## config.mk

```make
export PLATFORM = sky130hd
export DESIGN_NAME = module_branch_predictor
export DESIGN_NICKNAME = d
export VERILOG_FILES = /design/src/rtl/module_branch_predictor.sv
export SDC_FILE = /design/constraint.sdc
export NUM_CORES = 2
export LEC_CHECK = 0
export CAP_MARGIN = 5
export CELL_PAD_IN_SITES_DETAIL_PLACEMENT = 1
export CELL_PAD_IN_SITES_GLOBAL_PLACEMENT = 1
export CORE_MARGIN = 2
export CORE_UTILIZATION = 35
export CTS_CLUSTER_DIAMETER = 40
export DETAILED_ROUTE_END_ITERATION = 7
export PLACE_DENSITY_LB_ADDON = 0.1
export SYNTH_ARGS = -nofsm -noshare
export SYNTH_HDL_FRONTEND = slang
export SYNTH_SLANG_ARGS = --single-unit
```

## constraint.sdc

```tcl
create_clock -name clk -period 8.7 [get_ports clk]
set_input_delay 1.305 -clock clk [delete_from_list [all_inputs] [get_ports clk]]
set_output_delay 1.305 -clock clk [all_outputs]
set_load 0.05 [all_outputs]
```

## src/rtl/module_branch_predictor.sv

```systemverilog
// Fetch-stage dynamic branch predictor: direct-mapped BTB with 2-bit saturating counters,
// execute-stage resolution/redirect and resolved-branch / misprediction perf counters.
module module_branch_predictor #(
  parameter int unsigned ENTRIES = 16,
  parameter int unsigned IDX_W   = $clog2(ENTRIES),
  parameter int unsigned TAG_W   = 30 - IDX_W
) (
  input  logic        clk,
  input  logic        rst_n,
  input  logic [31:0] PCF,
  output logic        PredictTakenF,
  output logic [31:0] PredictTargetF,
  input  logic        BranchE,
  input  logic        takenE,
  input  logic [31:0] PCE,
  input  logic [31:0] PCTargetE,
  input  logic        PredictTakenE,
  input  logic [31:0] PredictTargetE,
  input  logic        FlushE,
  output logic        MispredictE,
  output logic [31:0] CorrectPCE,
  output logic [31:0] BranchCount,
  output logic [31:0] MispredictCount
);

  logic [ENTRIES-1:0] valid_q;
  logic [TAG_W-1:0]   tag_q    [ENTRIES];
  logic [31:0]        target_q [ENTRIES];
  logic [1:0]         ctr_q    [ENTRIES];
  logic [31:0]        branch_cnt_q;
  logic [31:0]        mispred_cnt_q;

  logic [IDX_W-1:0] idx_f;
  logic [TAG_W-1:0] tag_f;
  logic [IDX_W-1:0] idx_e;
  logic [TAG_W-1:0] tag_e;
  logic             hit_f;
  logic             hit_e;
  logic             upd;
  logic [1:0]       ctr_e;
  logic [1:0]       ctr_inc;
  logic [1:0]       ctr_dec;
  logic             unused_pc_low;

  assign idx_f = PCF[IDX_W+1:2];
  assign tag_f = PCF[31:IDX_W+2];
  assign idx_e = PCE[IDX_W+1:2];
  assign tag_e = PCE[31:IDX_W+2];
  assign unused_pc_low = ^{PCF[1:0], PCE[1:0]};

  // Lookup: zero-latency read of pre-update contents, no bypass from the execute update.
  always_comb begin
    hit_f          = valid_q[idx_f] && (tag_q[idx_f] == tag_f);
    PredictTakenF  = rst_n && hit_f && ctr_q[idx_f][1];
    PredictTargetF = PredictTakenF ? target_q[idx_f] : PCF + 32'd4;
  end

  // Resolution: a correctly predicted direction can still redirect on a stale target.
  always_comb begin
    upd         = BranchE && !FlushE;
    MispredictE = upd && ((takenE != PredictTakenE) ||
                          (takenE && PredictTakenE && (PCTargetE != PredictTargetE)));
    CorrectPCE  = takenE ? PCTargetE : PCE + 32'd4;
    hit_e       = valid_q[idx_e] && (tag_q[idx_e] == tag_e);
    ctr_e       = ctr_q[idx_e];
    ctr_inc     = (ctr_e == 2'b11) ? 2'b11 : ctr_e + 2'b01;
    ctr_dec     = (ctr_e == 2'b00) ? 2'b00 : ctr_e - 2'b01;
  end

  always_ff @(posedge clk or negedge rst_n) begin
    if (!rst_n) begin
      valid_q <= '0;
      for (int i = 0; i < int'(ENTRIES); i++) begin
        tag_q[i]    <= '0;
        target_q[i] <= '0;
        ctr_q[i]    <= 2'b01;
      end
    end else if (upd) begin
      if (hit_e) begin
        if (takenE) begin
          ctr_q[idx_e]    <= ctr_inc;
          target_q[idx_e] <= PCTargetE;
        end else begin
          ctr_q[idx_e] <= ctr_dec;
        end
      end else if (takenE) begin
        // Miss on a taken branch evicts whatever aliases to this index.
        valid_q[idx_e]  <= 1'b1;
        tag_q[idx_e]    <= tag_e;
        target_q[idx_e] <= PCTargetE;
        ctr_q[idx_e]    <= 2'b10;
      end
    end
  end

  always_ff @(posedge clk or negedge rst_n) begin
    if (!rst_n) begin
      branch_cnt_q  <= '0;
      mispred_cnt_q <= '0;
    end else begin
      if (upd)         branch_cnt_q  <= branch_cnt_q + 32'd1;
      if (MispredictE) mispred_cnt_q <= mispred_cnt_q + 32'd1;
    end
  end

  assign BranchCount     = branch_cnt_q;
  assign MispredictCount = mispred_cnt_q;

endmodule
```

==> results.toml <==
[status]
status = "complete, no violations"

[route]
route.met2.wl_um = 92800
met3_length_um = 10800
vias_per_cell = 5.63
vias = 34900
drt_wl_total_um = 197000
ant_nets = 0
drtPass1Iterations = 5
route.detailed.drc = 0
wire_per_inst_um = 31.8
highest_layer = "met5"
drt-initial-drc-count = 2006
drt-met1-wl_um = 89400

[sta]
period_needed_ns = 7.75
setup_viol = 0
rsz0062_at_grt = "false"
skew_ns = 0.0559
slew-limit-headroom_pct = 26.3
timing.fmax_mhz = 129
hold_viol_final = 0
tns_ns = 0
worstMarginPinSlew_ns = 1.10
final.setup.worst_slack_ns = 0.948
report.final.slew_viol_count = 0
period_share_pct = 89.1

[synth]
synth_seq_area_share_pct = 48.2
ys_types = 75
synth_top_cell_area_share_pct = 47.4
syn_nets = 3932
netlist_area_mm2 = 0.0541
synth_flop_cell = "dfrtp_1"
async_flop_share_pct = 100
synth-edff-count = 0
yosys-top-cells-area = "dfrtp_1 (47%), mux2_2 (16%), mux4_2 (15%), mux2_1 (4.0%), mux2i_1 (2.3%)"
synth_common_cells = "dfrtp_1 (1024), mux2_2 (784), mux4_2 (357)"
post-synth-top-count-cell = "dfrtp_1"
netlist_instances = 3790
synth_seq_cells = 1040
yosys_warnings = 0
synth_top_area_cell = "dfrtp_1"
syn_area_per_cell_um2 = 14.3

[worst_setup_path]
cp-start-kind = "input pin"
path_buf_inv = 4
r2r_start = "tag_q[136]"
cp_max_fo = 60
cpMaxStageDelayCell = "clkdlybuf4s50_1"
slowest_delay_ns = 0.71
rrSetupSlack_ns = 4.03
r2r_end = "tag_q[29]"
crit_chain = "buf_8 -> buf_4 -> mux4_2 -> mux4_2 -> xor2_1 -> nor4_1 -> nand4_1 -> or4_1 -> nor3_4 -> buf_12 -> mux2_2 -> clkdlybuf4s50_1"
crit_arrival_ns = 6.45
crit_top_cell = "mux4_2"
crit_family = "buffers and inverters"
r2r_cells = 10
crit_type = "input pin to output pin"
end_kind = "output pin"
crit_required_ns = 7.39

[floorplanning]
num_io_pins = 264
die_w_um = 397
num_rows = 144
fp.dieH_um = 397
start_util_pct = 35.2
dieArea_mm2 = 0.158
design.core.area_mm2 = 0.154

[power_and_ir_drop]
total_power_mw = 16.5
p_leak_nw = 29.0
p_per_area_mw_per_mm2 = 251
ir_drop_mv = 0.184

[placed_design]
dp_hpwl_um = 122000
post-place-ws_ns = 0.994
gp_congestion = 0.814
port_buffers = 263
place_inst = 5836

[grt]
grt_max_degree = 165
first_global_vias = 37300
grt_antenna_before_repair = 10
grt_pass1_wl_um = 287000
grt_overflow = 0
track_usage_pct = 25.3

[final_layout]
drive_gt1_share_pct = 40.3
instances_no_fill = 6206
final_util_pct = 42.8
final_nets = 4130
synthToLayoutAreaGrowth_pct = 21.7
fillers = 15100
seqCellArea_mm2 = 0.0260
multi_input_area_mm2 = 0.0262

[cts]
cts_tree = "yes"
cts.path.max_buffers = 3
insertion_delay_ns = 0.82
cts.clk_slew.worst_paths_ns = 0.05
postCtsHoldBufs = 0
cts-root-buf = "clkbuf_16"
htreeDepth = 4
post_cts_buffers = 0
cts_inserted_buffers = 194
cts_resized = 0
clock_sinks = 1040

[hold_path]
hp-class = "input pin to async pin"

[job]
maxCapViolations = 0
## kinds of logic (layout without fill, tap and decap cells)
group / after synthesis / count (layout) / share of synthesized area [%]
multiplexers: 1457 / 1457 / 37.5
flip-flops: 1040 / 1040 / 48.2
AND/OR/NAND/NOR: 463 / 463 / 4.29
buffers and inverters: 400 / 771 / 3.76
AO/OA/AOI/OAI: 225 / 225 / 2.90
XOR/XNOR: 195 / 195 / 3.16
adder cells (fa/ha/maj): 10 / 10 / 0.222
other: 0 / 1 / 0
## per-stage QoR
stage	cell area [um^2]	hold WS, ns
finish	65800	0.416
CTS	65800	0.387
global placement	58500	0.461
detailed placement	58500	0.467
floorplan	54100	0.451
global route	65800	0.397
## cell type report
cell class	instances	share of cell area [%]
Antenna cell	1	0.00380
Sequential cell	1040	39.6
Tap cell	2044	3.89
Clock buffer	234	7.90
Timing Repair Buffer	371	5.44
Clock inverter	135	3.13
Inverter	31	0.185
Multi-Input combinational cell	2350	39.9
## cell usage in the layout, fill, tap and decap left out, types with 27 or more instances in the layout
cell type	count
xor2_1	87
inv_1	27
mux4_2	357
nand2_1	134
clkbuf_16	194
nand3_1	80
dfrtp_1	1024
and3_1	31
xnor2_1	108
nor2_1	57
mux2_2	784
buf_4	102
o21ai_0	56
bufinv_16	35
mux2i_1	125
nand4_1	29
clkdlybuf4s50_1	251
clkinv_2	29
a31oi_1	36
mux2_1	191
## metal layers
metal  GRT usage (%)  vias up
li1                -    14600
met1            35.4    19300
met2            40.0      846
met3            5.34      250
met4            6.17        6
met5               0        -
## sequential cells by signal (all words and copies together), names as in the netlist
| signal | count |
|---|---|
| ctr_q | 32 |
| tag_q | 416 |
| valid_q | 16 |
| BranchCount | 32 |
| target_q | 512 |
| MispredictCount | 32 |
## worst register-to-register path, delay by kind of cell (launching register included)
kind                      cells  cell delay (ns)
buffers and inverters         2             0.91
and+or+nand+nor               4             1.16
DFF                           1             0.40
xor gates and xnor gates      1             0.62
muxes                         3             1.45
## worst max path at each step
stage	cells past startpoint	to	slack, ns	from
after floorplan	15	CorrectPCE[29]	2.23	PCE[5]
after global placement	12	PredictTargetF[7]	1.06	PCF[2]
after detailed placement	12	PredictTargetF[3]	0.99	PCF[2]
after CTS	12	PredictTargetF[3]	0.95	PCF[2]
after global routing	12	PredictTargetF[25]	0.72	PCF[2]
final	12	PredictTargetF[25]	0.95	PCF[2]
## power breakdown
| part | internal (mW) | total, mW | switching (mW) |
|---|---|---|---|
| Sequential | 5.47 | 5.90 | 0.432 |
| Clock | 5.37 | 8.27 | 2.90 |
| Combinational | 1.16 | 2.33 | 1.17 |
| Total | 12.0 | 16.5 | 4.50 |
Note: power is estimated with default switching activity, not from simulation.
